**src/rtl/pll_reconfig_pkg.sv**
```systemverilog
`default_nettype none
// ============================================================================
//  Module      : pll_reconfig_pkg
//  Description : Shared constants and types for the PLL reconfiguration
//                sequencer: reconfig IP register map, sequencer states and
//                the default fractional-divider presets.
//  Revision    : 1.0 - initial release
// ============================================================================
package pll_reconfig_pkg;

    // Reconfig IP management register addresses
    localparam logic [5:0] REG_MODE  = 6'd0;
    localparam logic [5:0] REG_START = 6'd2;
    localparam logic [5:0] REG_MFRAC = 6'd7;

    // Default M-frac presets: native refresh and 60Hz overclock
    localparam logic [31:0] MFRAC_NATIVE = 32'd2748778984;
    localparam logic [31:0] MFRAC_60HZ   = 32'd3221912667;

    typedef enum logic [2:0] {
        IDLE      = 3'd0,
        WR_MODE   = 3'd1,
        GAP       = 3'd2,
        WR_FRAC   = 3'd3,
        WR_START  = 3'd4,
        DELAY     = 3'd5,
        WAIT_LOCK = 3'd6
    } seq_state_t;

    // GAP is a shared idle slot between writes; ret names where it resumes
    typedef struct packed {
        seq_state_t cur;
        seq_state_t ret;
    } seq_fsm_t;

endpackage
`default_nettype wire

```
**src/rtl/pll_reconfig_seq_sync_stable.sv**
```systemverilog
`default_nettype none
// ============================================================================
//  Module      : sync_stable
//  Description : Two-flop synchroniser followed by a stability filter. The
//                output only follows the synced input once it has been seen
//                unchanged for STABLE_CYCLES consecutive samples.
//  Revision    : 1.0 - initial release
// ============================================================================
module sync_stable
    import pll_reconfig_pkg::*;
#(
    parameter int W             = 1,
    parameter int STABLE_CYCLES = 1
) (
    input  logic         clk,
    input  logic         reset,
    input  logic [W-1:0] din,
    output logic [W-1:0] dout
);

    localparam int            CW       = $clog2(STABLE_CYCLES) + 1;
    localparam logic [CW-1:0] c_stable = CW'(STABLE_CYCLES);
    localparam logic [CW-1:0] c_one    = CW'(1);

    logic [W-1:0]  r_meta;
    logic [W-1:0]  r_sync;
    logic [W-1:0]  r_prev;
    logic [W-1:0]  r_out;
    logic [CW-1:0] r_cnt;
    logic [CW-1:0] w_cnt_nxt;

    // Run length of the current synced value; a change restarts it at one
    // sample and it saturates once the value counts as stable
    always_comb begin
        w_cnt_nxt = r_cnt;
        if (r_sync != r_prev) begin
            w_cnt_nxt = c_one;
        end else if (r_cnt < c_stable) begin
            w_cnt_nxt = r_cnt + c_one;
        end
    end

    // Synchroniser flops, run-length counter and filtered output
    always_ff @(posedge clk) begin
        if (reset) begin
            r_meta <= '0;
            r_sync <= '0;
            r_prev <= '0;
            r_out  <= '0;
            r_cnt  <= '0;
        end else begin
            r_meta <= din;
            r_sync <= r_meta;
            r_prev <= r_sync;
            r_cnt  <= w_cnt_nxt;
            if (w_cnt_nxt == c_stable) begin
                r_out <= r_sync;
            end
        end
    end

    assign dout = r_out;

endmodule
`default_nettype wire

```
**src/rtl/pll_reconfig_seq.sv**
```systemverilog
`default_nettype none
// ============================================================================
//  Module      : pll_reconfig_seq
//  Description : Speed-mode PLL reconfiguration sequencer. Filters a mode
//                request from another clock domain, issues the mode / M-frac
//                / start write sequence on the reconfig IP management port,
//                then waits for relock and reports done or lock timeout.
//  Revision    : 1.0 - initial release
// ============================================================================
module pll_reconfig_seq
    import pll_reconfig_pkg::*;
#(
    parameter int   NUM_MODES     = 4,
    parameter int   STABLE_CYCLES = 4,
    parameter int   LOCK_DELAY    = 64,
    parameter int   LOCK_TIMEOUT  = 65536,
    localparam int  MW            = $clog2(NUM_MODES)
) (
    input  logic                   clk,
    input  logic                   reset,
    input  logic [MW-1:0]          mode_sel,
    input  logic [NUM_MODES*32-1:0] frac_table,
    input  logic                   mgmt_waitrequest,
    input  logic                   pll_locked,
    output logic                   mgmt_write,
    output logic [5:0]             mgmt_address,
    output logic [31:0]            mgmt_writedata,
    output logic                   busy,
    output logic                   done,
    output logic                   lock_err,
    output logic [MW-1:0]          cur_mode
);

    localparam int            DW          = $clog2(LOCK_DELAY) + 1;
    localparam int            TW          = $clog2(LOCK_TIMEOUT) + 1;
    localparam logic [DW-1:0] c_dly_last  = DW'(LOCK_DELAY - 1);
    localparam logic [TW-1:0] c_to_last   = TW'(LOCK_TIMEOUT - 1);
    localparam logic [MW:0]   c_num_modes = (MW + 1)'(NUM_MODES);
    localparam logic [MW-1:0] c_mode_max  = MW'(NUM_MODES - 1);

    logic [MW-1:0] w_mode_filt;
    logic [MW-1:0] w_mode_req;
    logic          w_locked;
    logic [31:0]   w_frac;

    seq_fsm_t      r_fsm;
    seq_fsm_t      w_fsm_nxt;
    logic [MW-1:0] r_target;
    logic [MW-1:0] w_target_nxt;
    logic [MW-1:0] r_cur_mode;
    logic [MW-1:0] w_cur_nxt;
    logic [DW-1:0] r_dly_cnt;
    logic [DW-1:0] w_dly_nxt;
    logic [TW-1:0] r_to_cnt;
    logic [TW-1:0] w_to_nxt;
    logic          r_done;
    logic          w_done_nxt;
    logic          r_lock_err;
    logic          w_err_nxt;

    sync_stable #(
        .W             (MW),
        .STABLE_CYCLES (STABLE_CYCLES)
    ) u_mode_sync (
        .clk   (clk),
        .reset (reset),
        .din   (mode_sel),
        .dout  (w_mode_filt)
    );

    sync_stable #(
        .W             (1),
        .STABLE_CYCLES (1)
    ) u_lock_sync (
        .clk   (clk),
        .reset (reset),
        .din   (pll_locked),
        .dout  (w_locked)
    );

    // Requests beyond the preset table fall back to the last preset
    assign w_mode_req = ({1'b0, w_mode_filt} >= c_num_modes) ? c_mode_max : w_mode_filt;

    // M-frac word of the latched target preset
    always_comb begin
        w_frac = '0;
        for (int i = 0; i < NUM_MODES; i++) begin
            if (r_target == MW'(i)) begin
                w_frac = frac_table[32*i +: 32];
            end
        end
    end

    // Next-state logic and management-port drive, decoded from the
    // registered state so the write bus stays stable while stalled
    always_comb begin
        w_fsm_nxt      = r_fsm;
        w_target_nxt   = r_target;
        w_cur_nxt      = r_cur_mode;
        w_dly_nxt      = '0;
        w_to_nxt       = '0;
        w_done_nxt     = 1'b0;
        w_err_nxt      = r_lock_err;
        mgmt_write     = 1'b0;
        mgmt_address   = REG_MODE;
        mgmt_writedata = '0;
        case (r_fsm.cur)
            IDLE: begin
                if (w_mode_req != r_cur_mode) begin
                    w_target_nxt  = w_mode_req;
                    w_cur_nxt     = w_mode_req;
                    w_fsm_nxt.cur = WR_MODE;
                end
            end
            WR_MODE: begin
                mgmt_write   = 1'b1;
                mgmt_address = REG_MODE;
                if (!mgmt_waitrequest) begin
                    w_fsm_nxt = '{cur: GAP, ret: WR_FRAC};
                end
            end
            GAP: begin
                w_fsm_nxt = '{cur: r_fsm.ret, ret: IDLE};
            end
            WR_FRAC: begin
                mgmt_write     = 1'b1;
                mgmt_address   = REG_MFRAC;
                mgmt_writedata = w_frac;
                if (!mgmt_waitrequest) begin
                    w_fsm_nxt = '{cur: GAP, ret: WR_START};
                end
            end
            WR_START: begin
                mgmt_write   = 1'b1;
                mgmt_address = REG_START;
                if (!mgmt_waitrequest) begin
                    w_fsm_nxt.cur = DELAY;
                end
            end
            DELAY: begin
                if (r_dly_cnt == c_dly_last) begin
                    w_fsm_nxt.cur = WAIT_LOCK;
                end else begin
                    w_dly_nxt = r_dly_cnt + 1'b1;
                end
            end
            WAIT_LOCK: begin
                if (w_locked) begin
                    w_done_nxt    = 1'b1;
                    w_err_nxt     = 1'b0;
                    w_fsm_nxt.cur = IDLE;
                end else if (r_to_cnt == c_to_last) begin
                    w_err_nxt     = 1'b1;
                    w_fsm_nxt.cur = IDLE;
                end else begin
                    w_to_nxt = r_to_cnt + 1'b1;
                end
            end
            default: begin
                w_fsm_nxt = '{cur: IDLE, ret: IDLE};
            end
        endcase
    end

    // State register, latched target and status flags
    always_ff @(posedge clk) begin
        if (reset) begin
            r_fsm      <= '{cur: IDLE, ret: IDLE};
            r_target   <= '0;
            r_cur_mode <= '0;
            r_dly_cnt  <= '0;
            r_to_cnt   <= '0;
            r_done     <= 1'b0;
            r_lock_err <= 1'b0;
        end else begin
            r_fsm      <= w_fsm_nxt;
            r_target   <= w_target_nxt;
            r_cur_mode <= w_cur_nxt;
            r_dly_cnt  <= w_dly_nxt;
            r_to_cnt   <= w_to_nxt;
            r_done     <= w_done_nxt;
            r_lock_err <= w_err_nxt;
        end
    end

    assign busy     = (r_fsm.cur != IDLE);
    assign done     = r_done;
    assign lock_err = r_lock_err;
    assign cur_mode = r_cur_mode;

endmodule
`default_nettype wire

```
**config.mk**
```make
export PLATFORM = sky130hd
export DESIGN_NAME = pll_reconfig_seq
export DESIGN_NICKNAME = d
export VERILOG_FILES = /design/src/rtl/pll_reconfig_pkg.sv /design/src/rtl/pll_reconfig_seq_sync_stable.sv /design/src/rtl/pll_reconfig_seq.sv
export SDC_FILE = /design/constraint.sdc
export NUM_CORES = 1
export LEC_CHECK = 0
export BUFFER_PORTS_ARGS = -buffer_cell sky130_fd_sc_hd__buf_2
export CAP_MARGIN = 5
export CORE_ASPECT_RATIO = 1.2
export CORE_MARGIN = 2
export CORE_UTILIZATION = 45
export CTS_BUF_LIST = sky130_fd_sc_hd__clkbuf_8
export DETAILED_ROUTE_END_ITERATION = 16
export GPL_TIMING_DRIVEN = 0
export PLACE_DENSITY_LB_ADDON = 0.2
export RECOVER_POWER = 25
export SLEW_MARGIN = 15
export SYNTH_ARGS = -nofsm -noshare
export SYNTH_HDL_FRONTEND = slang
export SYNTH_SLANG_ARGS = --single-unit
```
**constraint.sdc**
```tcl
create_clock -name clk -period 2.4 [get_ports clk]
set_input_delay 0.12 -clock clk [delete_from_list [all_inputs] [get_ports clk]]
set_output_delay 0.12 -clock clk [all_outputs]
set_load 0.02 [all_outputs]
```
# Word-level counts from Yosys, hierarchy flattened
# Cells that the tools add are included.
[word_totals] regBits=50 out_inout_bits=44 word_cells=83
[op_classes] add_sub_neg=4 order_cmp=2 eq_ne=21 mux=23 bitwise=3 reduce_logical=13
[op_table] op="32-bit two-way mux" n=5
[op_table] op="3-bit two-way mux" n=7
[op_table] op="3-bit case mux with 7 select lines" n=1
[op_table] op="17-bit by 1-bit adder with 17-bit output (second input constant)" n=1
[op_table] op="17-bit by 16-bit equality test with 1-bit output (second input constant)" n=1
[op_table] op="3-bit equality test (second input constant)" n=4
[op_table] op="6-bit two-way mux" n=2
[op_table] op="2-bit inequality test (second input constant)" n=5
[op_table] op="3-bit case mux with 3 select lines" n=1
[op_table] op="4-bit OR reduction" n=2
[op_table] op="7-bit by 1-bit adder with 7-bit output (second input constant)" n=1
[op_table] op="7-bit by 6-bit equality test with 1-bit output (second input constant)" n=1
[op_table] op="3-bit by 2-bit equality test with 1-bit output (second input constant)" n=2
[op_table] op="1-bit two-way mux" n=6
[op_table] op="3-bit case mux with 2 select lines" n=1
[op_table] op="6-bit AND reduction" n=1
[op_table] op="3-bit OR reduction" n=2
[op_table] op="2-bit equality test (second input constant)" n=2
[op_table] op="2-bit inequality test" n=2
[op_table] op="2-bit AND reduction" n=2
[op_table] op="3-bit by 1-bit adder with 3-bit output (second input constant)" n=1
[op_table] op="3-bit by 1-bit equality test with 1-bit output (second input constant)" n=1
[op_table] op="3-bit logical NOT" n=1
[op_table] op="3-bit < comparator (second input constant)" n=1
[op_table] op="11 further kinds" n=13

# Logic depth before layout (Yosys ltp)
[logic_depth] depth_word=6 ltp_mapped=9

# By module
# Synthesis repeated with hierarchy kept, for this count alone.
[hier_totals] hier_cells=297 hier_area_um2=2990.4
[by_module_without_submodules] mod="pll_reconfig_seq" n_inst=1 cells_each=256 area_per_inst_um2=2519.9 seq_area_each_um2=660.6
[by_module_without_submodules] mod="sync_stable at u_mode_sync" n_inst=1 cells_each=35 area_per_inst_um2=391.6 seq_area_each_um2=220.2
[by_module_without_submodules] mod="sync_stable at u_lock_sync" n_inst=1 cells_each=6 area_per_inst_um2=78.8 seq_area_each_um2=60.1

# Worst setup path before layout
# Ideal clock, no wire load.
[synth_path] path_type="register to register" start="register r_to_cnt[0]" end="register r_to_cnt[15]" arrival_time_ps=2078 t_required_ps=2341 setup_slack_ps=263 stages_incl_launch_ff=10 path_buffers=1 period_less_slack_ps=2137 cell_sequence="dfxtp_1 ha_1 nand2_1 nor3_1 and3_1 ha_1 or4_4 buf_6 a211oi_1 a31o_1"
[synth_between] elab_chain_len=2
[synth_lines] item="from (decl)" line="pll_reconfig_seq.sv:54" rtl="logic [TW-1:0] r_to_cnt;"
[synth_lines] item="from (signal assigned)" line="pll_reconfig_seq.sv:180" rtl="r_to_cnt <= w_to_nxt;"
[synth_lines] item="branches (longest 2 deep; another with 17-bit by 1-bit adder with 17-bit output)"
# Parallel ways; which one is timed is not known.
# A chain may end at the register's enable or synchronous reset.

# Final worst setup path
# Ends and elaborated chain as after synthesis.

==> key figures <==
Detailed routing
  • Vias/cell: 5.40
  • DRC viols: 0
  • Routed wire per std cell: ~17 um
  • Initial drt markers: between 80 and 90
  • Antenna Nets Post-Route: 0
  • Post-Route WL: 9450 um
  • DR vias: 3,087
  • DRT Pass-1 Iters: 4

Timing
  • Fmax: between 0.4 and 0.5 GHz
  • Final Skew: 4.45 ps
  • Worst-Margin Slew: 556 ps
  • Final setup violation count: 0
  • Slew headroom: between 60% and 70%
  • Pins Over Slew Limit: 0
  • Total Negative Setup Slacks: 0 ps
  • Unrepaired setup endpoints after global routing: yes
  • Period utilization: 94.5%
  • Min Tclk post-route: ~2300 ps
  • Final-report hold violation count: 0

Cells and area
  • Share of layout cells above drive strength 1: a little under half
  • Final core utilization: 63.6%
  • Final #Nets: 624
  • Synth-to-Final Area Change: 36.1%
  • Post-route insts no fill: 572

Critical path
  • Critical path class: flop to flop
  • Worst Path Arrival: 2520 ps
  • Required time worst endpoint: 2650 ps
  • Critical Path End Type: flop
  • Type of origin of the critical path: flop
  • Crit-path max FO: 9

Logic synthesis
  • YS warnings: 0
  • Count of different cell masters after synthesis: 46
  • Dominant cells by area after synthesis: dfxtp_1 31%, mux4_2 24%, and3_1 6.8%
  • Top cell type by total area after synthesis: dfxtp_1
  • Post-Syn Area: between 0.003 and 0.004 mm2
  • Post-synth EDFFs: 0
  • Commonest cells in the netlist: 47 x dfxtp_1, 35 x nor2_1, 33 x and3_1, 32 x mux4_2
  • Most frequent cell after synthesis: dfxtp_1
  • Gate count of the mapped netlist: between 300 and 400
  • Seq/Total Area, Yosys: between 30% and 40%
  • Avg Cell Area, Syn: roughly 10 um2
  • Ys async rst share: 0%
  • Yosys reg bits: 47
  • Dominant synthesized flop cell: dfxtp_1
  • Top-area cell type share of the netlist area: 31.2%

Run status
  • Status: complete, no violations

Floorplan
  • Chip width: ~79 um
  • Num rows: 32
  • Initial Util: a little under half
  • Chip height: about 94 um
  • Core area: 0.00645 mm2
  • DIE AREA: between 0.007 and 0.008 mm2
  • I/O pin cnt: between 150 and 200

CTS
  • Post-CTS setup buffers: 0
  • Clk Latency, worst-skew pair: around 300 ps
  • TritonCTS buffer count: 5
  • TritonCTS Sinks: between 40 and 50
  • CTS Buffer Depth: 2
  • CTS tree: yes
  • Root Driver: clkbuf_8
  • Worst-path clk slew: about 80 ps
  • Htree depth: 2

Placement
  • Routability cong.: 0.957
  • DPL Wire Length: roughly 7700 um
  • Placed cell count: 564
  • Port Buffer Count: roughly 170

GRT
  • GRT Residual Overflow: 0
  • Gr usage total: between 20% and 30%
  • Antenna violations before repair: 2
  • Largest net degree at the start of global routing: 14
  • Vias in the first global route: between 3,000 and 4,000
  • First-pass GRT wire length: approximately 15,000 um

Power
  • Static leakage: about 0.002 uW
  • Tot Pwr: 1880 uW
  • VDD IR max: roughly 0.00051 V
  • PD cells: 459 mW/mm2

Worst hold path
  • HP Class: input port to flop

Flow run
  • Max-cap violations: 0
==> power by group <==
group,leakage [uW],internal [uW],switching (uW)
registers,0.000381,804,17.2
logic,0.00151,238,274
clock network,0.0000554,301,247
==> registers in the layout, summed over array words and instances, names as in the netlist <==
register            cells
r_to_cnt               17
r_dly_cnt               7
r_fsm                   5
u_mode_sync.r_cnt       3
cur_mode                2
u_mode_sync.dout        2
u_mode_sync.r_meta      2
u_mode_sync.r_prev      2
u_mode_sync.r_sync      2
done                    1
lock_err                1
u_lock_sync.dout        1
u_lock_sync.r_meta      1
u_lock_sync.r_sync      1
==> through the flow <==
stage | setup slack (ps) | instance area, um2 | hold WS [ps]
floorplan | 263 | 3020 | 192
global placement | 107 | 4000 | 335
detailed placement | 77.4 | 4000 | 338
CTS | 54.7 | 4100 | 25.0
global route | 4.13 | 4100 | 26.0
finish | 133 | 4100 | 29.5
==> worst max-delay path: stages (launching register included) <==
cell	delay, ps
dfxtp_1	330
ha_1	250
nand2_2	140
nor3_2	70
and3_1	180
ha_1	240
or4_4	530
buf_6	150
a211oi_1	200
a31o_1	120
==> path summary, 6_finish.rpt <==
path,startpoint,to,slack [ps],cells after the start
worst max-delay path,r_to_cnt[0],r_to_cnt[15],130,9
worst min-delay path,pll_locked,u_lock_sync.r_meta,30,2
worst max register to register,r_to_cnt[0],r_to_cnt[15],130,9
worst min register to register,u_mode_sync.r_meta[0],u_mode_sync.r_sync[0],450,1
==> placed cells by master, fill, tap and decap left out, drive strengths merged, types with 4 or more instances in the layout <==
cell type  instances
a21oi              6
and3              33
buf              181
clkbuf            26
dfxtp             47
ha                 4
inv               11
mux2i              6
mux4              32
nand2             10
nand3              9
nor2              35
nor2b             13
nor3               7
nor4               4
o21ai              7
xnor2             14
xor2               5
==> metal layers <==
| layer | track usage (%) | vias to the layer above | wire, um |
|---|---|---|---|
| met1 | 29.0 | 1459 | 3570 |
| met5 | 0 | - | 11 |
| met2 | 43.2 | 140 | 4580 |
| met3 | 9.81 | 20 | 1020 |
| met4 | 9.80 | 2 | 259 |
| li1 | - | 1466 | - |
==> timing repair <==
item | in CTS | in global routing
hold buffers | 0 | 0
endpoints found under the hold margin | 0 | 0
setup endpoints to repair | 0 | 15
gates resized for setup | 0 | 5
==> cells by family after synthesis <==
| logic type | count (synthesis) | synth area share [%] |
|---|---|---|
| and+or+nand+nor | 129 | 23.6 |
| DFF | 47 | 31.2 |
| muxes | 38 | 25.9 |
| buffers and inverters | 38 | 6.10 |
| AOI/OAI and AO/OA | 27 | 5.89 |
| xor gates and xnor gates | 19 | 5.52 |
| adders and majority gates | 4 | 1.66 |
| other | 1 | 0.124 |
==> layout make-up <==
class	count	area, um2
fill	573	2340
timing repair buffer	174	865
antenna	1	2.50
clock buffer	5	68.8
tap	85	106
inverter	10	37.5
clock inverter	2	33.8
sequential	47	941
buffer	28	143
multi-input combinational	220	1910
No activity file was read; power rests on OpenSTA's default activity.
